===== config.mk =====
export PLATFORM = sky130hd
export DESIGN_NAME = hazard_scoreboard
export DESIGN_NICKNAME = d
export VERILOG_FILES = /design/src/rtl/hazard_scoreboard.sv
export SDC_FILE = /design/constraint.sdc
export NUM_CORES = 1
export LEC_CHECK = 0
export CELL_PAD_IN_SITES_DETAIL_PLACEMENT = 2
export CELL_PAD_IN_SITES_GLOBAL_PLACEMENT = 2
export CORE_MARGIN = 2
export CORE_UTILIZATION = 24
export CTS_CLUSTER_SIZE = 28
export DETAILED_ROUTE_END_ITERATION = 6
export PLACE_DENSITY_LB_ADDON = 0.1
export SYNTH_ARGS = -nofsm -noshare
export SYNTH_HDL_FRONTEND = slang
export SYNTH_SLANG_ARGS = --single-unit

===== constraint.sdc =====
create_clock -name clk_i -period 2.3 [get_ports clk_i]
set_input_delay 0.23 -clock clk_i [delete_from_list [all_inputs] [get_ports clk_i]]
set_output_delay 0.23 -clock clk_i [all_outputs]
set_load 0.05 [all_outputs]

===== src/rtl/hazard_scoreboard.sv =====
`default_nettype none
// ============================================================================
// Module   : hazard_scoreboard
// Purpose  : ID-stage hazard unit: forwarding, load-use/RAW/WAW/structural
//            stalls, branch flush, scoreboard for one multi-cycle unit.
//            Optional perf counters enabled by defining HAZARD_PERF_EN.
// Revision : 1.0  initial release
// ============================================================================
module hazard_scoreboard #(
  parameter int NUM_REGS = 32,
  parameter int ADDR_W   = $clog2(NUM_REGS),
  parameter int CNT_W    = 32
) (
  input  logic              clk_i,
  input  logic              rst_i,
  input  logic [ADDR_W-1:0] addr_rs1_ID_i,
  input  logic [ADDR_W-1:0] addr_rs2_ID_i,
  input  logic [ADDR_W-1:0] addr_rd_ID_i,
  input  logic              reg_write_en_ID_i,
  input  logic              mc_req_ID_i,
  input  logic [ADDR_W-1:0] addr_rd_EX_i,
  input  logic [ADDR_W-1:0] addr_rd_MEM_i,
  input  logic [ADDR_W-1:0] addr_rd_WB_i,
  input  logic              reg_write_en_EX_i,
  input  logic              reg_write_en_MEM_i,
  input  logic              reg_write_en_WB_i,
  input  logic [1:0]        sel_wb_EX_i,
  input  logic [1:0]        sel_wb_MEM_i,
  input  logic              branch_EX_i,
  input  logic              mc_done_i,
  input  logic [ADDR_W-1:0] mc_done_rd_i,
  output logic [2:0]        forward_a_o,
  output logic [2:0]        forward_b_o,
  output logic              stall_if_o,
  output logic              stall_id_o,
  output logic              flush_id_o,
  output logic              flush_ex_o,
  output logic              mc_accept_o,
  output logic [CNT_W-1:0]  stall_cycles_o,
  output logic [CNT_W-1:0]  flush_cycles_o
);

  localparam logic [2:0] c_fwd_reg     = 3'd0;
  localparam logic [2:0] c_fwd_ex      = 3'd1;
  localparam logic [2:0] c_fwd_alu_mem = 3'd2;
  localparam logic [2:0] c_fwd_dmem    = 3'd3;
  localparam logic [2:0] c_fwd_wb      = 3'd4;
  localparam logic [2:0] c_fwd_mc      = 3'd5;
  localparam logic [1:0] c_sel_load    = 2'b00;

  logic [NUM_REGS-1:0] r_pending;
  logic                r_busy;

  logic w_load_stall;
  logic w_raw_stall;
  logic w_waw_stall;
  logic w_struct_stall;
  logic w_stall;
  logic w_accept;
  logic w_done_rs1;
  logic w_done_rs2;
  logic w_done_rd;

  // Newest producer wins: EX, then MEM, then WB, then the completing MC result.
  function automatic logic [2:0] fwd_sel(input logic [ADDR_W-1:0] rs);
    fwd_sel = c_fwd_reg;
    if (rs != '0) begin
      if (reg_write_en_EX_i && (addr_rd_EX_i == rs))
        fwd_sel = c_fwd_ex;
      else if (reg_write_en_MEM_i && (addr_rd_MEM_i == rs))
        fwd_sel = (sel_wb_MEM_i != c_sel_load) ? c_fwd_alu_mem : c_fwd_dmem;
      else if (reg_write_en_WB_i && (addr_rd_WB_i == rs))
        fwd_sel = c_fwd_wb;
      else if (mc_done_i && (mc_done_rd_i == rs))
        fwd_sel = c_fwd_mc;
    end
  endfunction

  assign w_done_rs1 = mc_done_i && (mc_done_rd_i == addr_rs1_ID_i);
  assign w_done_rs2 = mc_done_i && (mc_done_rd_i == addr_rs2_ID_i);
  assign w_done_rd  = mc_done_i && (mc_done_rd_i == addr_rd_ID_i);

  assign w_load_stall = (sel_wb_EX_i == c_sel_load) && reg_write_en_EX_i &&
                        (addr_rd_EX_i != '0) &&
                        ((addr_rs1_ID_i == addr_rd_EX_i) || (addr_rs2_ID_i == addr_rd_EX_i));

  // A result completing this cycle is bypassed, so it does not hold the consumer.
  assign w_raw_stall = ((addr_rs1_ID_i != '0) && r_pending[addr_rs1_ID_i] && !w_done_rs1) ||
                       ((addr_rs2_ID_i != '0) && r_pending[addr_rs2_ID_i] && !w_done_rs2);

  assign w_waw_stall = reg_write_en_ID_i && (addr_rd_ID_i != '0) &&
                       r_pending[addr_rd_ID_i] && !w_done_rd;

  assign w_struct_stall = mc_req_ID_i && r_busy && !mc_done_i;

  assign w_stall  = (w_load_stall || w_raw_stall || w_waw_stall || w_struct_stall) &&
                    !branch_EX_i;
  assign w_accept = mc_req_ID_i && !w_stall && !branch_EX_i;

  always_comb begin
    forward_a_o = fwd_sel(addr_rs1_ID_i);
    forward_b_o = fwd_sel(addr_rs2_ID_i);
    stall_if_o  = w_stall;
    stall_id_o  = w_stall;
    flush_id_o  = branch_EX_i;
    flush_ex_o  = branch_EX_i || w_stall;
    mc_accept_o = w_accept;
  end

  // Set is applied after clear so an accept to the completing register wins.
  always_ff @(posedge clk_i or posedge rst_i) begin
    if (rst_i) begin
      r_pending <= '0;
      r_busy    <= 1'b0;
    end else begin
      if (mc_done_i && (mc_done_rd_i != '0))
        r_pending[mc_done_rd_i] <= 1'b0;
      if (w_accept && (addr_rd_ID_i != '0))
        r_pending[addr_rd_ID_i] <= 1'b1;
      if (w_accept)
        r_busy <= 1'b1;
      else if (mc_done_i)
        r_busy <= 1'b0;
    end
  end

`ifdef HAZARD_PERF_EN
  localparam logic [CNT_W-1:0] c_cnt_one = {{(CNT_W-1){1'b0}}, 1'b1};

  logic [CNT_W-1:0] r_stall_cnt;
  logic [CNT_W-1:0] r_flush_cnt;

  always_ff @(posedge clk_i or posedge rst_i) begin
    if (rst_i) begin
      r_stall_cnt <= '0;
      r_flush_cnt <= '0;
    end else begin
      if (w_stall && (r_stall_cnt != '1))
        r_stall_cnt <= r_stall_cnt + c_cnt_one;
      if (branch_EX_i && (r_flush_cnt != '1))
        r_flush_cnt <= r_flush_cnt + c_cnt_one;
    end
  end

  assign stall_cycles_o = r_stall_cnt;
  assign flush_cycles_o = r_flush_cnt;
`else
  assign stall_cycles_o = '0;
  assign flush_cycles_o = '0;
`endif

endmodule
`default_nettype wire


==> impl_metrics.env <==
export IMPL_grt_pass1_vias=3818
export IMPL_hold_violations=0
export IMPL_pwr_share_clk_pct=23.7
export IMPL_yosys_warnings=0
export IMPL_grt_overflow=0
export IMPL_htree_levels=2
export IMPL_syn_area_per_cell_um2=9.066
export IMPL_clkLatencyLatePin_ps=280
export IMPL_synth_edff_count=0
export IMPL_placed_cells=697
export IMPL_die_area_mm2=0.01588
export IMPL_dpl_instance_area_mm2=0.004773
export IMPL_fillCellCount=1605
export IMPL_gp_congestion=0.8038
export IMPL_nets=588
export IMPL_clockBufferDepth=2
export IMPL_clock_sinks=33
export IMPL_clk_pin_slew_ps=50
export IMPL_dpl_hpwl_mm=12.11
export IMPL_violations="setup timing"
export IMPL_ys_flop_type="dfrtp_1"
export IMPL_via_per_inst=4.896
export IMPL_status="finished, violations left"
export IMPL_grtUsageTotal_pct=20.26
export IMPL_drc_errors=0
export IMPL_switching_share_pct=40.85
export IMPL_yosysMostFrequentCell="buf_4"
export IMPL_synth_cell_types=52
export IMPL_die_w_um=126
export IMPL_yosysTopAreaCellShare_pct=23.12
export IMPL_antenna_found_initial=0
export IMPL_fin_area_mm2=0.005653
export IMPL_setup_slack_ps=-420.9
export IMPL_required_ps=2070
export IMPL_fmax_mhz=367.5
export IMPL_worstSetupEndpointType="output port"
export IMPL_p_switching_mw=1.162
export IMPL_yosys_mux_area_fraction_pct=14.96
export IMPL_maxCapViolations=0
export IMPL_synth_largest_area_cell="dfrtp_1"
export IMPL_start_kind="flop"
export IMPL_cts_hold_fix_buffers=0
export IMPL_utilization_pct=38.89
export IMPL_finalCritPeriodShare_pct=118.3
export IMPL_setup_worst_path_class="reg2out"
export IMPL_crit_fanout=3
export IMPL_tightest_slew_ps=982.4
export IMPL_synth_compound_area_share_pct=16.64
export IMPL_synthTopCellsByCount="buf_4, o21ai_0, dfrtp_1"
export IMPL_synth_xor_xnor_area_share_pct=11.03
export IMPL_synthAdderAreaFrac_pct=0
export IMPL_row_count=44
export IMPL_vias=3545
export IMPL_slew_violations=0
export IMPL_p_total_mw=2.844
export IMPL_finalNonFillerCells=724
export IMPL_die_h_um=126
export IMPL_p_int_mw=1.682
export IMPL_start_util_pct=24.58
export IMPL_grt_max_degree=34
export IMPL_skew_ps=3.543
export IMPL_wl_per_cell_um=23.41
export IMPL_antenna_left=0
export IMPL_numCtsBuffers=5
export IMPL_synth_seq_area_share_pct=23.12
export IMPL_hold_class="in2async"
export IMPL_cts_tree="done"
export IMPL_dr_pass1_iters=4
export IMPL_ys_ff_latch=33
export IMPL_final_setup_tns_ps=-9696
export IMPL_finalSetupViolations=38
export IMPL_netlist_area_mm2=0.003572
export IMPL_crit_arrival_ps=2490
export IMPL_rsz0062_at_grt="true"
export IMPL_drive_above_1_share_pct=39.63
export IMPL_power_frac_comb_pct=50.9
export IMPL_synthesis_instances=394
export IMPL_period_needed_ps=2721
export IMPL_drt_iter0_drc=110
export IMPL_p_seq_share_pct=25.4
export IMPL_slew_headroom_pct=34.51
export IMPL_leakagePower_nw=2.540
export IMPL_io_pins=123
export IMPL_area_delta_synth_final_pct=58.25
export IMPL_cts_root_buffer="clkbuf_16"
export IMPL_synth_top_family_by_area="buffers and inverters"
export IMPL_async_reset_ff_share_pct=100.0
export IMPL_power_density_mw_per_mm2=503.1
export IMPL_synth_simple_area_share_pct=14.43
export IMPL_routed_wl_mm=16.95
export IMPL_portBuffers=58
export IMPL_ir_worst_vdd_v=0.0002566
export IMPL_timing_hold_ws_ps=366.1
export IMPL_synthTopCellsByArea="dfrtp_1, buf_4, mux4_2"
export IMPL_num_antenna_cells=0
export IMPL_dp_slack_ps=-849.5
export IMPL_fp_coreArea_mm2=0.01453
export IMPL_grt_pass1_wl_mm=24.12
## per-layer routing
metal | track usage [%] | vias up | wire [um]
met5 | 0 | - | 0
met4 | 4.008 | 0 | 387
met3 | 2.421 | 19 | 723
met2 | 38.61 | 115 | 9053
met1 | 24.37 | 1800 | 6782
li1 | - | 1611 | -
## state kept, by name (all words and copies together) (netlist names)
| name | flops |
|---|---|
| r_pending | 32 |
| r_busy | 1 |
## placed cells by master (no fill, tap or decap), drive strengths merged, types with 3 or more instances in the layout
cell type / count
dfrtp: 33
o22ai: 8
a31oi: 3
nand2: 8
or3b: 6
mux4: 13
or3: 5
conb: 64
o21ai: 42
nor4: 11
clkdlybuf4s50: 30
nand3b: 10
and3: 6
o41ai: 8
buf: 127
nand3: 10
xnor2: 13
xor2: 32
inv: 4
mux2i: 23
clkbuf: 11
dlygate4sd2: 9
nor3: 6
nor2: 11
o31ai: 16
dlymetal6s2s: 3
## path summary, 6_finish.rpt
path | start | endpoint | slack (ps) | cells after the start
setup / recovery | r_pending[4] | flush_ex_o | -420 | 9
hold / removal | rst_i | r_pending[20] | 370 | 3
setup reg to reg | r_pending[4] | r_pending[7] | -400 | 11
hold reg to reg | r_pending[0] | r_pending[0] | 520 | 1
max in group asynchronous | rst_i | r_pending[26] | 1590 | 3
min in group clk_i | r_pending[0] | r_pending[0] | 520 | 1
## critical path, cell delays in order, from the launching register on
cell and delay, ps:
dfrtp_1 400, buf_6 130, mux4_2 440, a32o_2 250, nor4_4 140, nor4_2 80
a21oi_2 240, nand3_4 120, or2_4 250, buf_6 150
## power by group through the flow
stage               clock (mW)  sequential (mW)  combinational, mW
floorplan                    0            0.707              0.784
finish                   0.674            0.723               1.45
detailed placement           0            0.726               1.15
global route             0.711            0.727               1.53
global placement             0            0.722               1.12
CTS                      0.692            0.717               1.33
## cells by family after synthesis
family	count (synthesis)
compound gates	90
xor+xnor	45
buf+inv	103
flops	33
mux	37
other cells	1
simple gates	85
## repair_timing
action	4_1_cts	5_1_grt
pin swaps	21	7
setup endpoints to repair	42	40
resized for setup	96	38
gates cloned	2	1
setup buffers	11	8
## final cells by class
cell class | count | area (um^2) | share of cell area [%]
clock buffers | 7 | 142.6 | 2.523
repair buffers | 175 | 1638 | 28.97
inverters | 4 | 15.01 | 0.2656
multi-input cells | 321 | 2801 | 49.56
flip-flops and latches | 33 | 825.8 | 14.61
well taps | 184 | 230.2 | 4.073
Note: power is estimated with default switching activity, not from simulation.
